## config.mk

```make
export PLATFORM = sky130hd
export DESIGN_NAME = unidade_controle_multijogador
export DESIGN_NICKNAME = d
export VERILOG_FILES = /design/src/rtl/unidade_controle_multijogador_pkg.sv /design/src/rtl/unidade_controle_multijogador_relogio_jogador.sv /design/src/rtl/unidade_controle_multijogador.sv
export SDC_FILE = /design/constraint.sdc
export NUM_CORES = 1
export LEC_CHECK = 0
export ABC_AREA = 1
export CAP_MARGIN = 20
export CORE_MARGIN = 2
export CORE_UTILIZATION = 40
export DETAILED_ROUTE_END_ITERATION = 7
export SYNTH_ARGS = -nofsm -noshare
export SYNTH_HDL_FRONTEND = slang
export SYNTH_SLANG_ARGS = --single-unit
```

## constraint.sdc

```tcl
create_clock -name clock -period 2.69 [get_ports clock]
set_clock_uncertainty 0.2 [all_clocks]
set_input_delay 0.538 -clock clock [delete_from_list [all_inputs] [get_ports clock]]
set_output_delay 0.538 -clock clock [all_outputs]
set_load 0.02 [all_outputs]
```

## src/rtl/unidade_controle_multijogador_pkg.sv

```systemverilog
// rtl/unidade_controle_multijogador_pkg.sv - state codes and saturating helpers shared by the game controller
package unidade_controle_multijogador_pkg;

  // State codes are the debug codes shown on db_estado
  typedef enum logic [3:0] {
    inicial         = 4'h0,
    iniciaElementos = 4'h1,
    espera          = 4'h2,
    registra        = 4'h3,
    compara         = 4'h4,
    geraJogada      = 4'h6,
    fimJogada       = 4'h9,
    contaPonto      = 4'hA,
    decresce        = 4'hE,
    fim             = 4'hF
  } estadoT;

  function automatic logic [31:0] satSub(input logic [31:0] valor, input logic [31:0] desconto);
    return (valor > desconto) ? (valor - desconto) : 32'd0;
  endfunction

  function automatic logic [31:0] satInc(input logic [31:0] valor, input logic [31:0] incremento,
                                         input logic [31:0] maximo);
    return ((valor + incremento) > maximo) ? maximo : (valor + incremento);
  endfunction

endpackage

```

## src/rtl/unidade_controle_multijogador_relogio_jogador.sv

```systemverilog
// rtl/unidade_controle_multijogador_relogio_jogador.sv - one player's saturating countdown clock
module unidade_controle_multijogador_relogio_jogador
  import unidade_controle_multijogador_pkg::*;
#(
  parameter int TEMPO_INI = 300,
  parameter int TEMPO_W   = 9,
  parameter int PENALTY   = 10
) (
  input  logic               clock,
  input  logic               reset,
  input  logic               carga,
  input  logic               contar,
  input  logic               penalizar,
  output logic [TEMPO_W-1:0] tempo,
  output logic               zero
);

  logic [31:0] desconto;

  // Tick and penalty landing in the same cycle are removed together
  always_comb begin
    desconto = (contar ? 32'd1 : 32'd0) + (penalizar ? 32'(PENALTY) : 32'd0);
  end

  // Load on game start, otherwise count down and stick at zero
  always_ff @(posedge clock or negedge reset) begin
    if (!reset) begin
      tempo <= TEMPO_W'(TEMPO_INI);
    end else if (carga) begin
      tempo <= TEMPO_W'(TEMPO_INI);
    end else begin
      tempo <= TEMPO_W'(satSub(32'(tempo), desconto));
    end
  end

  assign zero = (tempo == '0);

endmodule

```

## src/rtl/unidade_controle_multijogador.sv

```systemverilog
// rtl/unidade_controle_multijogador.sv - N-player turn controller with clocks and scores; STREAK_BONUS_EN adds streak bonus
module unidade_controle_multijogador
  import unidade_controle_multijogador_pkg::*;
#(
  parameter int N_JOG     = 2,
  parameter int JOG_W     = 1,
  parameter int TEMPO_INI = 300,
  parameter int TEMPO_W   = 9,
  parameter int PENALTY   = 10,
  parameter int SCORE_W   = 6,
`ifdef STREAK_BONUS_EN
  parameter int STREAK_N  = 3,
`endif
  parameter int ALVO      = 20
) (
  input  logic                     clock,
  input  logic                     reset,
  input  logic                     iniciar,
  input  logic                     tick,
  input  logic                     temJogada,
  input  logic                     acertou,
  input  logic                     terminar,
  output logic                     registraR,
  output logic                     zeraR,
  output logic                     geraNova,
  output logic [JOG_W-1:0]         jogador,
  output logic [TEMPO_W-1:0]       tempo,
  output logic [N_JOG*SCORE_W-1:0] pontos,
  output logic                     fimT,
  output logic [JOG_W-1:0]         vencedor,
  output logic [3:0]               db_estado
);

  localparam int SCORE_MAX = (1 << SCORE_W) - 1;

  estadoT             estado;
  logic [SCORE_W-1:0] placar [N_JOG];
  logic [TEMPO_W-1:0] relogio [N_JOG];
  logic [N_JOG-1:0]   zerado;
  logic               contagemAtiva;
  logic               alvoAtingido;
  logic [JOG_W-1:0]   melhor;
  logic [SCORE_W-1:0] melhorPontos;
  logic               achou;
  logic               algumVivo;

`ifdef STREAK_BONUS_EN
  localparam int STREAK_W = $clog2(STREAK_N + 1);
  logic [STREAK_W-1:0] sequencia [N_JOG];
`endif

  // Clocks run only while a turn is in progress
  always_comb begin
    contagemAtiva = estado inside {espera, registra, compara, decresce, contaPonto, geraJogada};
  end

  for (genvar k = 0; k < N_JOG; k++) begin : gJogador
    unidade_controle_multijogador_relogio_jogador #(
      .TEMPO_INI(TEMPO_INI),
      .TEMPO_W  (TEMPO_W),
      .PENALTY  (PENALTY)
    ) uRelogio (
      .clock    (clock),
      .reset    (reset),
      .carga    (estado == iniciaElementos),
      .contar   (tick && contagemAtiva && (jogador == JOG_W'(k))),
      .penalizar((estado == decresce) && (jogador == JOG_W'(k))),
      .tempo    (relogio[k]),
      .zero     (zerado[k])
    );
    assign pontos[k*SCORE_W +: SCORE_W] = placar[k];
  end

  assign tempo     = relogio[jogador];
  assign db_estado = estado;

  // Winner: best score among players with time left (everyone if all are out), ties to lowest index
  always_comb begin
    algumVivo    = ~&zerado;
    melhor       = '0;
    melhorPontos = '0;
    achou        = 1'b0;
    for (int k = 0; k < N_JOG; k++) begin
      if ((!algumVivo || !zerado[k]) && (!achou || (placar[k] > melhorPontos))) begin
        melhor       = JOG_W'(k);
        melhorPontos = placar[k];
        achou        = 1'b1;
      end
    end
  end

  // Target score reached by any player (ALVO of zero disables it)
  always_comb begin
    alvoAtingido = 1'b0;
    for (int k = 0; k < N_JOG; k++) begin
      if ((ALVO != 0) && (32'(placar[k]) >= 32'(ALVO))) alvoAtingido = 1'b1;
    end
  end

  // Game FSM with registered Moore outputs, scores, streaks and turn order
  always_ff @(posedge clock or negedge reset) begin
    if (!reset) begin
      estado    <= inicial;
      jogador   <= '0;
      vencedor  <= '0;
      registraR <= 1'b0;
      zeraR     <= 1'b0;
      geraNova  <= 1'b0;
      fimT      <= 1'b0;
      for (int k = 0; k < N_JOG; k++) placar[k] <= '0;
`ifdef STREAK_BONUS_EN
      for (int k = 0; k < N_JOG; k++) sequencia[k] <= '0;
`endif
    end else begin
      registraR <= 1'b0;
      zeraR     <= 1'b0;
      geraNova  <= 1'b0;
      fimT      <= 1'b0;
      case (estado)
        inicial: begin
          if (iniciar) begin
            estado   <= iniciaElementos;
            geraNova <= 1'b1;
          end
        end
        iniciaElementos: begin
          for (int k = 0; k < N_JOG; k++) placar[k] <= '0;
`ifdef STREAK_BONUS_EN
          for (int k = 0; k < N_JOG; k++) sequencia[k] <= '0;
`endif
          jogador <= '0;
          estado  <= espera;
        end
        espera: begin
          if (zerado[jogador]) begin
            estado   <= fim;
            fimT     <= 1'b1;
            vencedor <= melhor;
          end else if (temJogada) begin
            estado    <= registra;
            registraR <= 1'b1;
          end
        end
        registra: estado <= compara;
        compara:  estado <= acertou ? contaPonto : decresce;
        decresce: begin
`ifdef STREAK_BONUS_EN
          sequencia[jogador] <= '0;
`endif
          estado <= fimJogada;
          zeraR  <= 1'b1;
        end
        contaPonto: begin
`ifdef STREAK_BONUS_EN
          if (sequencia[jogador] == STREAK_W'(STREAK_N - 1)) begin
            placar[jogador]    <= SCORE_W'(satInc(32'(placar[jogador]), 32'd2, 32'(SCORE_MAX)));
            sequencia[jogador] <= '0;
          end else begin
            placar[jogador]    <= SCORE_W'(satInc(32'(placar[jogador]), 32'd1, 32'(SCORE_MAX)));
            sequencia[jogador] <= sequencia[jogador] + STREAK_W'(1);
          end
`else
          placar[jogador] <= SCORE_W'(satInc(32'(placar[jogador]), 32'd1, 32'(SCORE_MAX)));
`endif
          estado   <= geraJogada;
          geraNova <= 1'b1;
        end
        geraJogada: begin
          estado <= fimJogada;
          zeraR  <= 1'b1;
        end
        fimJogada: begin
          jogador <= (jogador == JOG_W'(N_JOG - 1)) ? '0 : jogador + JOG_W'(1);
          if (alvoAtingido) begin
            estado   <= fim;
            fimT     <= 1'b1;
            vencedor <= melhor;
          end else begin
            estado <= espera;
          end
        end
        fim: begin
          if (terminar) estado <= inicial;
          else          fimT   <= 1'b1;
        end
        default: estado <= inicial;
      endcase
    end
  end

endmodule
```

==> results.sh, run 1 <==
export IMPL_vias_per_cell=4.95
export IMPL_cts_max_path_buffers=2
export IMPL_p_int_mw=1.90
export IMPL_path_class="reg2out"
export IMPL_worst_pin_slew_ns=0.897
export IMPL_core_um2=6420
export IMPL_netlist_top_cell_by_area="dfrtp_1"
export IMPL_combPwrFrac_pct=55.6
export IMPL_cts_sinks=40
export IMPL_yosysWarnings=0
export IMPL_initial_core_util_pct=41.7
export IMPL_clk_pin_slew_ns=0.09
export IMPL_placed_cell_area_um2=3220
export IMPL_switching_share_pct=44.5
export IMPL_h_tree_depth=2
export IMPL_max_slew_margin_pct=40.2
export IMPL_syn_area_per_cell_um2=7.47
export IMPL_grt_max_degree=41
export IMPL_status="finished, violations left"
export IMPL_ctsHoldBuffers=0
export IMPL_routed_wl_mm=6.49
export IMPL_required_ns=1.95
export IMPL_cts_inserted_buffers=5
export IMPL_drc=4
export IMPL_drive_gt1_share_pct=19.6
export IMPL_p_seq_share_pct=29.9
export IMPL_antenna_found_initial=0
export IMPL_critPathCaptureType="output port"
export IMPL_max_freq_ghz=0.390
export IMPL_cts_tree="done"
export IMPL_syn_to_final_growth_pct=27.0
export IMPL_hp_class="in2async"
export IMPL_setup_violations=0
export IMPL_fin_crit_sh_pct=95.3
export IMPL_power_density_nw_per_um2=1010
export IMPL_finalInstanceArea_um2=3400
export IMPL_die_area_um2=7370
export IMPL_arrival_ns=1.83
export IMPL_whs_ns=0.169
export IMPL_layout_nets=436
export IMPL_cts_root_buf="clkbuf_8"
export IMPL_fin_tns_setup_ns=0
export IMPL_grt_ovfl_total=0
export IMPL_hold_viol=0
export IMPL_crit_path_max_fanout=17
export IMPL_synth_seq_cells=40
export IMPL_period_needed_ns=2.56
export IMPL_ios=38
export IMPL_report_final_slew_viol_count=0
export IMPL_syn_num_nets=382
export IMPL_synthCells=359
export IMPL_power_leakage_nw=1.68
export IMPL_dp_hpwl_mm=4.97
export IMPL_synthTopCellsByArea="dfrtp_1 (30%), nand2_1 (13%), dfstp_2 (7.8%), inv_1 (7.0%), ha_1 (6.5%)"
export IMPL_die_h_um=85.9
export IMPL_drv_cap=0
export IMPL_synth_area_um2=2680
export IMPL_track_usage_pct=18.9
export IMPL_drt_initial_drc_count=122
export IMPL_portBuffers=37
export IMPL_place_gp_congestion=0.821
export IMPL_vias=2432
export IMPL_fp_row_count=29
export IMPL_first_global_vias=2452
export IMPL_yosys_area_top_type_share_pct=29.9
export IMPL_p_sw_mw=1.53
export IMPL_die_w_um=85.9
export IMPL_post_route_util_pct=53.0
export IMPL_n_antenna_cell=0
export IMPL_ir_drop_uv=911
export IMPL_p_clk_share_pct=14.5
export IMPL_clock_latency_ns=0.29
export IMPL_cp_start_kind="flip-flop"
export IMPL_drtAntennaViolNets=0
export IMPL_yosysSeqAreaShare_pct=37.7
export IMPL_synth_distinct_cells=35
export IMPL_grt_pass1_wl_mm=11.1
export IMPL_violations="DRC"
export IMPL_dr_pass1_iters=6
export IMPL_wl_per_cell_um=13.2
worst max-delay path, cell delays in order, from the launching register on:
cell and delay, ns:
dfrtp_1 0.44, buf_4 0.21, o21ai_0 0.24, clkdlybuf4s50_1 0.65
cell usage after synthesis:
| cell type | instances |
|---|---|
| o211ai_1 | 3 |
| inv_4 | 1 |
| nand3b_1 | 1 |
| inv_1 | 50 |
| a21oi_1 | 5 |
| or4_1 | 1 |
| nand3_1 | 8 |
| o21ai_1 | 4 |
| a31oi_1 | 3 |
| o2111ai_1 | 1 |
| a211o_1 | 1 |
| nor2_4 | 1 |
| xor2_1 | 8 |
| clkbuf_1 | 4 |
| nand2_2 | 13 |
| dfrtp_1 | 32 |
| ha_1 | 14 |
| or2_1 | 1 |
| nand4_1 | 6 |
| dfstp_2 | 8 |
| xnor2_1 | 2 |
| nor2_2 | 1 |
| o21a_1 | 1 |
| fa_1 | 2 |
| nand2_1 | 94 |
| nor4_1 | 1 |
| nand2_4 | 7 |
| nor3_1 | 9 |
| o21ai_0 | 24 |
| nand3_2 | 3 |
| o21bai_2 | 1 |
| nor2_1 | 42 |
| buf_6 | 2 |
| inv_2 | 4 |
| o221ai_1 | 1 |
power groups by stage:
stage                     Clock [mW]  Sequential [mW]  Combinational [mW]
after floorplan                    0             1.10                1.06
after global placement             0             1.03                1.83
after detailed placement           0             1.03                1.84
after CTS                      0.509             1.02                1.86
after global routing           0.534             1.06                2.13
final                          0.497             1.03                1.91
sequential cells by signal, indices dropped and copies added, names as in the netlist:
name,count
gJogador.uRelogio.tempo,18
pontos,12
db_estado,4
fimT,1
geraNova,1
jogador,1
registraR,1
vencedor,1
zeraR,1
cell type report:
type,instances,area [um^2]
Clock buffer,5,68.8
Clock inverter,3,42.5
Fill cell,625,3020
Inverter,55,209
Multi-Input combinational cell,258,1490
Sequential cell,40,1010
Tap cell,77,96.3
Timing Repair Buffer,53,488
per-stage QoR:
step | cells | power (mW) | worst slack [ns]
after CTS | 490 | 3.39 | 0.0162
final | 491 | 3.43 | 0.127
after detailed placement | 482 | 2.88 | -0.302
after floorplan | 359 | 2.15 | 0.0731
after global placement | 482 | 2.86 | -0.227
after global routing | 491 | 3.72 | -0.0174
metal layers:
metal  GRT usage [%]  wire length, um  vias up
met1            25.2             2990     1137
met2            31.8             3190       52
met3            3.85              277        2
li1                -                -     1241
met4            3.90               24        0
met5               0                0        -
worst paths after layout:
check                                              start                                      end  slack [ns]  depth (start not counted)
worst min register to register      vencedor$_DFFE_PN0P_                     vencedor$_DFFE_PN0P_        0.30                          1
min in group clock                  vencedor$_DFFE_PN0P_                     vencedor$_DFFE_PN0P_        0.30                          1
max in group asynchronous                          reset  gJogador[1].uRelogio.tempo[7]$_DFF_PN0_        1.57                          1
worst max register to register  db_estado[2]$_DFFE_PN0P_  gJogador[0].uRelogio.tempo[7]$_DFF_PN0_        0.20                         13
worst max-delay path                 jogador$_DFFE_PN0P_                                 tempo[0]        0.13                          3
worst min-delay path                               reset                    pontos[7]$_DFFE_PN0P_        0.17                          1
logic make-up (layout without fill, tap and decap cells):
kind of cell / count (synthesis) / after routing / synth area share [%]
AO/OA/AOI/OAI: 44 / 44 / 9.38
XOR/XNOR: 10 / 10 / 3.27
adder cells (fa/ha/maj): 16 / 16 / 8.03
buffers and inverters: 61 / 116 / 9.20
flip-flops: 40 / 40 / 37.7
AND/OR/NAND/NOR: 188 / 188 / 32.4
cells in the final DEF (no fill, tap or decap), types with 3 or more instances in the layout:
cell,instances
nand2_1,91
nor2_1,38
o21ai_1,4
o21ai_0,22
o211ai_1,3
xor2_1,8
nand2_2,16
dfstp_2,8
buf_4,16
clkdlybuf4s50_1,35
dfrtp_1,32
inv_1,48
ha_1,14
nor2_2,4
nand2_4,7
nand3_1,7
a21oi_1,4
inv_2,6
nand3_2,4
a31oi_1,3
nand4_1,6
clkbuf_8,5
nor3_1,6
timing repair:
action / in CTS / in global routing
buffers inserted: 0 / 1
resized for setup: 0 / 22
endpoints found under the setup margin: 0 / 20
No activity file was read; power rests on OpenSTA's default activity.
==> run 2: changes to the inputs <==
PLACE_DENSITY = 0.73   (was not set)
RECOVER_POWER = 100   (was not set)
==> run 2 against run 1 <==
Against the previous run:
- the run still ends with DRC left
- fmax fell by 1.4%
- sequential power barely moved
- flip-flop and latch count did not move
- core utilization fell by 1.7 points
- first-iteration DRC count fell by 26%
- die area did not move
- combinational power fell by 6%
- cell count fell by 0.81%
- largest cell class unchanged
- highest routed layer unchanged
==> results.sh, run 2 (same netlist as run 1, synthesis figures left out) <==
export IMPL_status="finished, violations left"
export IMPL_violations="DRC"
export IMPL_worst_pin_slew_ns=1.02
export IMPL_max_slew_margin_pct=32.2
export IMPL_critPathBufInv=2
export IMPL_required_ns=1.95
export IMPL_layout_commonest_cell="nand2_1"
export IMPL_cts_max_path_buffers=2
export IMPL_drv_cap=0
export IMPL_drt_initial_drc_count=90
export IMPL_hp_class="in2async"
export IMPL_vias_per_cell=5.04
export IMPL_clock_latency_ns=0.29
export IMPL_cts_root_buf="clkbuf_8"
export IMPL_cts_tree="done"
export IMPL_ir_drop_uv=683
export IMPL_largest_register_ff_count=18
export IMPL_drive_gt1_share_pct=16.1
export IMPL_die_w_um=85.9
export IMPL_fp_row_count=29
export IMPL_period_needed_ns=2.60
export IMPL_ios=38
export IMPL_initial_core_util_pct=41.7
export IMPL_critPathCaptureType="output port"
export IMPL_path_class="reg2out"
export IMPL_n_antenna_cell=0
export IMPL_wl_per_cell_um=13.0
export IMPL_report_final_slew_viol_count=0
export IMPL_max_freq_ghz=0.385
export IMPL_h_tree_depth=2
export IMPL_cp_slowest_cell="clkdlybuf4s50_1"
export IMPL_setup_violations=0
export IMPL_cts_sinks=40
export IMPL_worst_path_dominant_cell_family="buffers and inverters"
export IMPL_routed_wl_mm=6.35
export IMPL_die_h_um=85.9
export IMPL_drc=3
export IMPL_grt_max_degree=41
export IMPL_hold_viol=0
export IMPL_cts_inserted_buffers=5
export IMPL_core_um2=6420
export IMPL_layout_nets=433
export IMPL_slowest_delay_ns=0.67
export IMPL_ctsHoldBuffers=0
export IMPL_layout_common_cells="nand2_1 (96), inv_1 (49), nor2_1 (38), dfrtp_1 (31), dlygate4sd3_1 (27)"
export IMPL_first_global_vias=2394
export IMPL_dr_pass1_iters=6
export IMPL_crit_path_max_fanout=17
export IMPL_grt_pass1_wl_mm=10.6
export IMPL_dp_hpwl_mm=4.82
export IMPL_power_leakage_nw=1.69
export IMPL_fin_tns_setup_ns=0
export IMPL_antenna_found_initial=0
export IMPL_worstPathCellList="buf_4, o21ai_0, clkdlybuf4s50_1"
export IMPL_grt_ovfl_total=0
export IMPL_die_area_um2=7370
export IMPL_largest_register="gJogador.uRelogio.tempo"
export IMPL_cp_start_kind="flip-flop"
export IMPL_whs_ns=0.195
export IMPL_syn_to_final_growth_pct=22.9
export IMPL_fin_crit_sh_pct=96.6
export IMPL_drtAntennaViolNets=0
export IMPL_portBuffers=37
export IMPL_place_gp_congestion=0.853
export IMPL_power_density_nw_per_um2=973
export IMPL_arrival_ns=1.86
export IMPL_track_usage_pct=17.9
export IMPL_clk_pin_slew_ns=0.08
export IMPL_vias=2453
[run 2: where the power goes]
group          switching [mW]  internal (mW)
sequential              0.198          0.837
clock                   0.208          0.177
combinational            1.08          0.710
total                    1.48           1.72
[run 2: per-stage QoR]
step | utilization, % | power [mW] | area [um^2] | setup slack [ns] | std cells
after floorplan | - | 2.15 | 2680 | 0.0731 | 359
after global placement | 49.7 | 2.81 | 3190 | -0.267 | 479
after detailed placement | 49.7 | 2.85 | 3190 | -0.298 | 479
after CTS | 50.9 | 3.26 | 3270 | 0.0357 | 486
after global routing | 51.3 | 3.48 | 3290 | -0.00135 | 487
final | 51.3 | 3.20 | 3290 | 0.0902 | 487
[run 2: path summary, 6_finish.rpt]
path / slack [ns] / to / cells after the start / from
max: 0.09 / tempo[0] / 3 / jogador$_DFFE_PN0P_
max in group asynchronous: 1.42 / gJogador[1].uRelogio.tempo[4]$_DFF_PN0_ / 1 / reset
min reg2reg: 0.30 / gJogador[1].uRelogio.tempo[8]$_DFF_PN1_ / 2 / gJogador[1].uRelogio.tempo[8]$_DFF_PN1_
min: 0.19 / gJogador[1].uRelogio.tempo[6]$_DFF_PN0_ / 1 / reset
min in group clock: 0.30 / gJogador[1].uRelogio.tempo[8]$_DFF_PN1_ / 2 / gJogador[1].uRelogio.tempo[8]$_DFF_PN1_
max reg2reg: 0.24 / gJogador[0].uRelogio.tempo[7]$_DFF_PN0_ / 13 / db_estado[2]$_DFFE_PN0P_
[run 2: timing repair]
| action | CTS | global route |
|---|---|---|
| gates resized for setup | 1 | 19 |
| setup buffers | 0 | 1 |
| endpoints found under the setup margin | 4 | 19 |
| pin swaps | 0 | 2 |
| hold endpoints to repair | 0 | 0 |
[run 2: cell type report]
class / count / area [um^2]
tap: 77 / 96.3
timing repair buffer: 50 / 449
inverter: 55 / 209
fill: 636 / 3130
clock inverter: 1 / 5.00
multi-input combinational: 258 / 1450
clock buffer: 6 / 72.6
sequential: 40 / 1010
[run 2: worst register-to-register path: cells and delay by family (launching register included)]
kind / cells / cell delay (ns)
fa+ha+maj: 2 / 0.56
buf+inv: 3 / 0.22
compound gates: 3 / 0.38
flops: 1 / 0.43
simple gates: 5 / 0.55
[run 2: metal layers]
metal	track usage, %	wire [um]
met5	0	0
met4	4.04	61
met3	3.56	207
met2	31.4	3150
met1	22.7	2930
